==> config.mk <==
export PLATFORM = sky130hd
export DESIGN_NAME = cu_microsequencer
export DESIGN_NICKNAME = d
export VERILOG_FILES = /design/src/rtl/cu_microsequencer.sv
export SDC_FILE = /design/constraint.sdc
export NUM_CORES = 1
export LEC_CHECK = 0
export ABC_AREA = 0
export CELL_PAD_IN_SITES_DETAIL_PLACEMENT = 1
export CELL_PAD_IN_SITES_GLOBAL_PLACEMENT = 1
export CORE_MARGIN = 4
export CORE_UTILIZATION = 15
export CTS_BUF_LIST = sky130_fd_sc_hd__clkbuf_8 sky130_fd_sc_hd__clkbuf_16
export CTS_CLUSTER_SIZE = 12
export DETAILED_ROUTE_END_ITERATION = 10
export PLACE_DENSITY = 0.78
export SYNTH_ARGS = -nofsm -noshare
export SYNTH_HDL_FRONTEND = slang
export SYNTH_SLANG_ARGS = --single-unit
==> constraint.sdc <==
create_clock -name clock -period 2.2 [get_ports clock]
set_input_delay 0.22 -clock clock [delete_from_list [all_inputs] [get_ports clock]]
set_output_delay 0.22 -clock clock [all_outputs]
set_load 0.005 [all_outputs]
==> src/rtl/cu_microsequencer.sv <==
`default_nettype none
// ============================================================================
// Module   : cu_microsequencer
// Purpose  : Microcode sequencer for the CPU control unit. Holds the
//            micro-program counter (uPC), addresses the external microcode
//            ROM and forwards the fetched control word to the field mapper.
//            The 2-bit advance field of each word picks the next uPC:
//              0 NEXT     : uPC + 1 (wraps)
//              1 DISPATCH : DISPATCH_BASE + opcode
//              2 END      : retire; go to IRQ_ADDR if an interrupt is
//                           accepted, otherwise FETCH_ADDR
//              3 HALT     : retire; go to FETCH_ADDR and park in HALT
// Ports    : clock           - single clock, rising edge
//            reset           - synchronous, active-high
//            stall           - bus wait, freezes the sequencer in RUN
//            opcode          - instruction buffer contents (dispatch index)
//            irq_req         - level, an enabled interrupt is pending
//            ime             - interrupt master enable
//            urom_addr       - ROM address (registered uPC)
//            urom_data       - ROM word at urom_addr, same cycle
//            control_signals - control word to the field mapper
//            irq_ack         - pulse when interrupt entry is taken
//            instr_done      - pulse when an instruction retires
//            halted          - high while parked in HALT
// Revision : 1.0 - initial release
// ============================================================================
module cu_microsequencer #(
  parameter int                  CW_WIDTH      = 59,
  parameter int                  UADDR_WIDTH   = 10,
  parameter int                  ADV_LSB       = 28,
  parameter int                  FETCH_ADDR    = 0,
  parameter int                  IRQ_ADDR      = 16,
  parameter int                  DISPATCH_BASE = 256,
  parameter logic [CW_WIDTH-1:0] IDLE_WORD     = 59'h0000_0000_4000_0004
) (
  input  logic                   clock,
  input  logic                   reset,
  input  logic                   stall,
  input  logic [7:0]             opcode,
  input  logic                   irq_req,
  input  logic                   ime,
  output logic [UADDR_WIDTH-1:0] urom_addr,
  input  logic [CW_WIDTH-1:0]    urom_data,
  output logic [CW_WIDTH-1:0]    control_signals,
  output logic                   irq_ack,
  output logic                   instr_done,
  output logic                   halted
);

  // Fixed micro-addresses, truncated to the uPC width so that every
  // next-address computation is naturally modulo 2^UADDR_WIDTH.
  localparam logic [UADDR_WIDTH-1:0] c_fetch_addr    = UADDR_WIDTH'(FETCH_ADDR);
  localparam logic [UADDR_WIDTH-1:0] c_irq_addr      = UADDR_WIDTH'(IRQ_ADDR);
  localparam logic [UADDR_WIDTH-1:0] c_dispatch_base = UADDR_WIDTH'(DISPATCH_BASE);
  localparam logic [UADDR_WIDTH-1:0] c_one           = UADDR_WIDTH'(1);

  // Advance field encodings.
  localparam logic [1:0] c_adv_next     = 2'd0;
  localparam logic [1:0] c_adv_dispatch = 2'd1;
  localparam logic [1:0] c_adv_end      = 2'd2;
  localparam logic [1:0] c_adv_halt     = 2'd3;

  typedef enum logic [0:0] {
    ST_RUN  = 1'b0,
    ST_HALT = 1'b1
  } state_t;

  state_t                 r_state;
  state_t                 w_state_nxt;
  logic [UADDR_WIDTH-1:0] r_upc;
  logic [UADDR_WIDTH-1:0] w_upc_nxt;
  logic [1:0]             w_adv;
  logic [UADDR_WIDTH-1:0] w_upc_inc;
  logic [UADDR_WIDTH-1:0] w_dispatch_addr;
  logic                   w_irq_take;

  assign urom_addr       = r_upc;
  assign w_adv           = urom_data[ADV_LSB +: 2];
  assign w_upc_inc       = r_upc + c_one;
  assign w_dispatch_addr = c_dispatch_base + UADDR_WIDTH'(opcode);
  assign w_irq_take      = irq_req & ime;

  // --------------------------------------------------------------------------
  // State register
  // --------------------------------------------------------------------------
  always_ff @(posedge clock) begin
    if (reset) begin
      r_state <= ST_RUN;
      r_upc   <= c_fetch_addr;
    end else begin
      r_state <= w_state_nxt;
      r_upc   <= w_upc_nxt;
    end
  end

  // --------------------------------------------------------------------------
  // Next-state / output decode
  // The ROM word passes straight through to control_signals and into the
  // next-uPC mux in the same cycle; every inactive case (reset, stall, HALT)
  // presents IDLE_WORD so the datapath never sees a half-executed word.
  // --------------------------------------------------------------------------
  always_comb begin
    w_state_nxt     = r_state;
    w_upc_nxt       = r_upc;
    control_signals = IDLE_WORD;
    irq_ack         = 1'b0;
    instr_done      = 1'b0;
    halted          = 1'b0;

    if (!reset) begin
      case (r_state)
        ST_RUN: begin
          // A stalled word is held and re-presented unchanged; END side
          // effects such as irq_ack are deferred until the stall drops.
          if (!stall) begin
            control_signals = urom_data;
            case (w_adv)
              c_adv_next: begin
                w_upc_nxt = w_upc_inc;
              end
              c_adv_dispatch: begin
                w_upc_nxt = w_dispatch_addr;
              end
              c_adv_end: begin
                instr_done = 1'b1;
                if (w_irq_take) begin
                  w_upc_nxt = c_irq_addr;
                  irq_ack   = 1'b1;
                end else begin
                  w_upc_nxt = c_fetch_addr;
                end
              end
              c_adv_halt: begin
                instr_done  = 1'b1;
                w_upc_nxt   = c_fetch_addr;
                w_state_nxt = ST_HALT;
              end
              default: begin
                w_upc_nxt = r_upc;
              end
            endcase
          end
        end

        ST_HALT: begin
          // Any pending interrupt wakes the core; only an enabled one
          // vectors to the interrupt routine, otherwise execution resumes
          // at the fetch routine.
          halted = 1'b1;
          if (irq_req) begin
            w_state_nxt = ST_RUN;
            if (ime) begin
              w_upc_nxt = c_irq_addr;
              irq_ack   = 1'b1;
            end else begin
              w_upc_nxt = c_fetch_addr;
            end
          end
        end

        default: begin
          w_state_nxt = ST_RUN;
          w_upc_nxt   = c_fetch_addr;
        end
      endcase
    end
  end

endmodule
`default_nettype wire

Word level (Yosys, flattened, before mapping)
Index checks and enable logic that the tools add are counted.
Storage, ports and cells
  bits in registers: 11
  input bits: 72
  output and inout bits: 72
  word-level logic and storage cells: 40
Cells by class
  mux-type cells: 26
  eq/ne operators: 5
  reduce and logical (&&, ||, !) cells: 3
  $add $sub $neg: 2
  bitwise gates (word level): 2
Operators with widths (count)
  59-bit 2-to-1 mux: 3
  10-bit one-hot mux with 4 select lines: 1
  10-bit 2-to-1 mux: 2
  10-bit one-hot mux with 2 select lines: 1
  1-bit 2-to-1 mux: 15
  10-bit by 1-bit adder with 10-bit output, second input constant: 1
  9-bit by 8-bit adder with 10-bit output, first input constant: 1
  5-bit 2-to-1 mux: 2
  2-bit equality test, second input constant: 2
  2-bit != test, second input constant: 2
  1-bit one-hot mux with 2 select lines: 2
  2-bit by 1-bit equality test with 1-bit output, second input constant: 1
  2-bit zero test: 1
  2-bit AND reduction: 1
  2-bit OR reduction: 1
  1-bit AND: 1
  1-bit inverter: 1

Logic depth before layout (Yosys ltp)
  depth in word-level cells: 6
  depth in mapped cells: 7
  mapped depth without buffers: 5

Worst setup path after synthesis
Ideal clock, no wire load.
  path type: register to output
  start point: reg r_state
  end point: out control_signals[29]
  stages on the path, launching flop included: 8
  slack: 410 ps
  buffers on the path: 4
  data arrival time: 1570 ps
  cells stage by stage: dfxtp_1 buf_6 or2_2 nor2_1 buf_1 clkbuf_1 and2_1 buf_4
Between the ends
  word-level cells in the longest chain between the ends: 2
Ends and longest elaborated chain
  from (decl): RTL line 68  | state_t r_state;
  from (signal assigned): RTL line 91  | r_state <= w_state_nxt;
  59-bit 2-to-1 mux: RTL line 111  | case (r_state)
  59-bit 2-to-1 mux: RTL line 110  | if (!reset) begin
  to (decl): RTL line 44  | output logic [CW_WIDTH-1:0] control_signals,
Every way passes these cells.

Final worst setup path
  start point: reg r_state
  end point: out control_signals[46]
The elaborated chain is that of the path after synthesis.

==> flow_results.xml <==
<?xml version="1.0" encoding="UTF-8"?>
<metrics>
  <group name="global_routing">
    <metric name="grt_max_degree" unit="">20</metric>
    <metric name="groute.layer.met3.usage" unit="">0.03138</metric>
    <metric name="gr_peak_layer" unit="">met2</metric>
    <metric name="grt_antenna_before_repair" unit="">0</metric>
    <metric name="grt_pass1_vias" unit="">1666</metric>
    <metric name="use_met2" unit="">0.2692</metric>
    <metric name="grt_remaining_overflow" unit="">0</metric>
    <metric name="grt_pass1_wl" unit="um">9735</metric>
    <metric name="globalRouteMet1Util" unit="">0.1616</metric>
    <metric name="grt_use_total" unit="">0.1429</metric>
  </group>
  <group name="finish">
    <metric name="final_nets" unit="">377</metric>
    <metric name="n_antenna_cell" unit="">0</metric>
    <metric name="final_cell_area" unit="um^2">2794</metric>
    <metric name="syn_to_final_growth" unit="%">156.1</metric>
    <metric name="layout-drive-gt1-share" unit="">0.06601</metric>
  </group>
  <group name="synth">
    <metric name="synthTopCellsByCount" unit="">57 x and2_1, 11 x dfxtp_1, 11 x o21ai_0, 9 x clkbuf_1, 8 x nand2_1</metric>
    <metric name="post_synth_instance_area" unit="um^2">1091</metric>
    <metric name="synth_most_common_cell" unit="">and2_1</metric>
    <metric name="yosysWarnings" unit="">0</metric>
    <metric name="post-synth-top-area-fraction" unit="">0.3268</metric>
    <metric name="mapped_cells" unit="">158</metric>
    <metric name="synthFlopType" unit="">dfxtp_1</metric>
    <metric name="synthDistinctLibCells" unit="">39</metric>
    <metric name="synth.ff_latch_count" unit="">11</metric>
    <metric name="ys_async_sr_fraction" unit="">0</metric>
    <metric name="synth_largest_area_cell" unit="">and2_1</metric>
    <metric name="postSynthAreaPerCell" unit="um^2">6.905</metric>
    <metric name="syn-num-nets" unit="">231</metric>
    <metric name="synth_top_cells_by_area" unit="">and2_1 33%, dfxtp_1 20%, o21ai_0 5.0%</metric>
    <metric name="synth-edff-count" unit="">0</metric>
    <metric name="seq_area_frac_synth" unit="">0.2018</metric>
  </group>
  <group name="sta">
    <metric name="drv_slew" unit="">0</metric>
    <metric name="max_freq" unit="MHz">472.0</metric>
    <metric name="grt_setup_unrepaired" unit="">no</metric>
    <metric name="maxSlewHeadroom" unit="">0.7497</metric>
    <metric name="finClkSkew" unit="ns">0.0006855</metric>
    <metric name="post-route-period-util" unit="">0.9630</metric>
    <metric name="timing_hold_violations_final" unit="">0</metric>
    <metric name="timing.final.crit_period" unit="ns">2.119</metric>
    <metric name="fin_worst_hold_slack" unit="ns">0.5097</metric>
    <metric name="setup-violations-final" unit="">0</metric>
    <metric name="timing_worst_slew_pin_value" unit="ns">0.3755</metric>
  </group>
  <group name="hold_path">
    <metric name="min_path_type" unit="">register to register</metric>
    <metric name="hold_path_depth" unit="">2</metric>
  </group>
  <group name="floorplanning">
    <metric name="initial_core_util" unit="">0.1571</metric>
    <metric name="die_height" unit="um">93.29</metric>
    <metric name="top_ports" unit="">144</metric>
    <metric name="floorplan.core_area" unit="um^2">6944</metric>
    <metric name="die-area" unit="um^2">8702</metric>
    <metric name="dieWidth" unit="um">93.29</metric>
    <metric name="placement_rows" unit="">30</metric>
  </group>
  <group name="clocking">
    <metric name="cts_hold_repair.buffers" unit="">0</metric>
    <metric name="clock_tree_from_tritoncts" unit="">built</metric>
    <metric name="htree_num_levels" unit="">1</metric>
    <metric name="clock_buffer_depth" unit="">2</metric>
    <metric name="clock_buffers_created_by_tritoncts" unit="">3</metric>
    <metric name="ctsRootBufferMaster" unit="">clkbuf_8</metric>
    <metric name="clk_pin_slew" unit="ns">0.05</metric>
    <metric name="worst_skew_pair.late_latency" unit="ns">0.24</metric>
    <metric name="tritoncts_num_sinks" unit="">11</metric>
  </group>
  <group name="pwr">
    <metric name="powerDensity" unit="nW/um^2">285.6</metric>
    <metric name="max-vdd-ir-drop" unit="mV">0.1403</metric>
    <metric name="leak_pwr" unit="uW">0.001069</metric>
  </group>
  <group name="place">
    <metric name="numPortBuffers" unit="">143</metric>
    <metric name="cell_area_placed" unit="um^2">2659</metric>
    <metric name="dpl.hpwl" unit="um">5539</metric>
    <metric name="gp_congestion" unit="">0.7990</metric>
  </group>
  <group name="detailed_routing">
    <metric name="remaining_routing_drc_violations" unit="">0</metric>
    <metric name="drtAntennaViolNets" unit="">0</metric>
    <metric name="route.final.wire_length" unit="um">6628</metric>
    <metric name="drc_marker_count_from_the_first_detailed_route_iteration" unit="">22</metric>
    <metric name="detail_route.wl_per_cell" unit="um">16.61</metric>
    <metric name="avgViaCountPerCell" unit="">4.125</metric>
    <metric name="vias" unit="">1646</metric>
    <metric name="drt_pre_antenna_iters" unit="">4</metric>
  </group>
  <group name="setup_path">
    <metric name="worst_reg2reg_path_length_in_cells" unit="">4</metric>
    <metric name="crit_type" unit="">register to output port</metric>
    <metric name="slowest_stage" unit="">clkdlybuf4s50_1</metric>
    <metric name="critical_path.max_fanout" unit="">18</metric>
    <metric name="worstPathRequired" unit="ns">1.98</metric>
    <metric name="worst_setup_path_start_kind" unit="">register</metric>
    <metric name="cell_by_cell_listing_of_the_critical_path" unit="">or2_4, nor2_4, bufbuf_16, and2_1, clkdlybuf4s50_1</metric>
    <metric name="critical_path_arrival" unit="ns">1.90</metric>
    <metric name="timing.critical_path.to_type" unit="">output port</metric>
    <metric name="max_stage_delay" unit="ns">0.51</metric>
    <metric name="ff2ff_setup_slack" unit="ns">0.55</metric>
  </group>
  <group name="outcome">
    <metric name="outcome" unit="">complete, no violations</metric>
  </group>
  <group name="run">
    <metric name="drv.max_cap_violation_count" unit="">0</metric>
  </group>
</metrics>
-- sequential cells by signal (all words and copies together), names as in the netlist --
signal,count
r_state,1
urom_addr,10
-- routing by layer --
metal | share of wire | routed length (um) | vias to the layer above
met2 | 0.55 | 3634 | 58
met3 | 0.074 | 493 | 6
li1 | - | - | 828
met4 | 0.012 | 79 | 0
met5 | 0 | 0 | -
met1 | 0.37 | 2421 | 754
-- layout make-up --
class,instances,area (um^2)
Fill cell,831,4150
Timing Repair Buffer,155,1589
Multi-Input combinational cell,128,800.8
Sequential cell,11,220.2
Tap cell,96,120.1
Clock buffer,3,41.29
Inverter,5,18.77
Clock inverter,1,3.754
-- worst paths after layout --
kind                                           startpoint                         to
worst max-delay path                   r_state$_SDFF_PP0_        control_signals[46]
worst min-delay path            urom_addr[9]$_SDFFE_PP0P_  urom_addr[9]$_SDFFE_PP0P_
worst max register to register         r_state$_SDFF_PP0_  urom_addr[9]$_SDFFE_PP0P_
worst min register to register  urom_addr[9]$_SDFFE_PP0P_  urom_addr[9]$_SDFFE_PP0P_
-- critical path, delay by kind of cell, from the launching register on --
| kind | cells | cell delay [ns] |
|---|---|---|
| AND/OR/NAND/NOR | 3 | 0.53 |
| buffers and inverters | 2 | 0.81 |
| flip-flops | 1 | 0.32 |
-- report_power, final --
group | switching, uW | internal, uW | leakage, uW
clock | 82.2 | 123 | 0.0000269
combinational | 112 | 264 | 0.000952
sequential | 10.0 | 207 | 0.0000895
-- cell usage in the layout (no fill, tap or decap), drive strengths merged, types with 4 or more instances in the layout --
master	instances
and2	57
inv	6
o21ai	11
nor2	5
clkdlybuf4s50	141
nor3	5
nand3	5
dfxtp	11
buf	10
a21oi	4
nand2	8
-- cell families after synthesis --
family          Yosys count  share of synthesized area
buf+inv                  19                    0.07797
mux                       1                   0.009175
flops                    11                     0.2018
compound gates           30                     0.1789
simple gates             96                     0.5206
fa+ha+maj                 1                    0.01147
-- timing repair --
| action | in CTS | in global routing |
|---|---|---|
| setup buffers | 1 | 0 |
| endpoints found under the setup margin | 47 | 1 |
| gates cloned | 2 | 0 |
| gates resized for setup | 5 | 1 |
-- through the flow --
stage	total power (uW)	TNS (ns)	utilization	instances	setup slack, ns
2_1_floorplan	316.7	0	-	158	0.4103
3_3_place_gp	571.2	-0.1927	0.3829	392	-0.02628
3_5_place_dp	577.3	-1.318	0.3829	392	-0.05982
4_1_cts	803.6	0	0.4020	399	0.07430
5_1_grt	845.5	0	0.4023	399	0.004203
6_report	798.0	0	0.4023	399	0.08135
(Power assumes the default switching activity.)
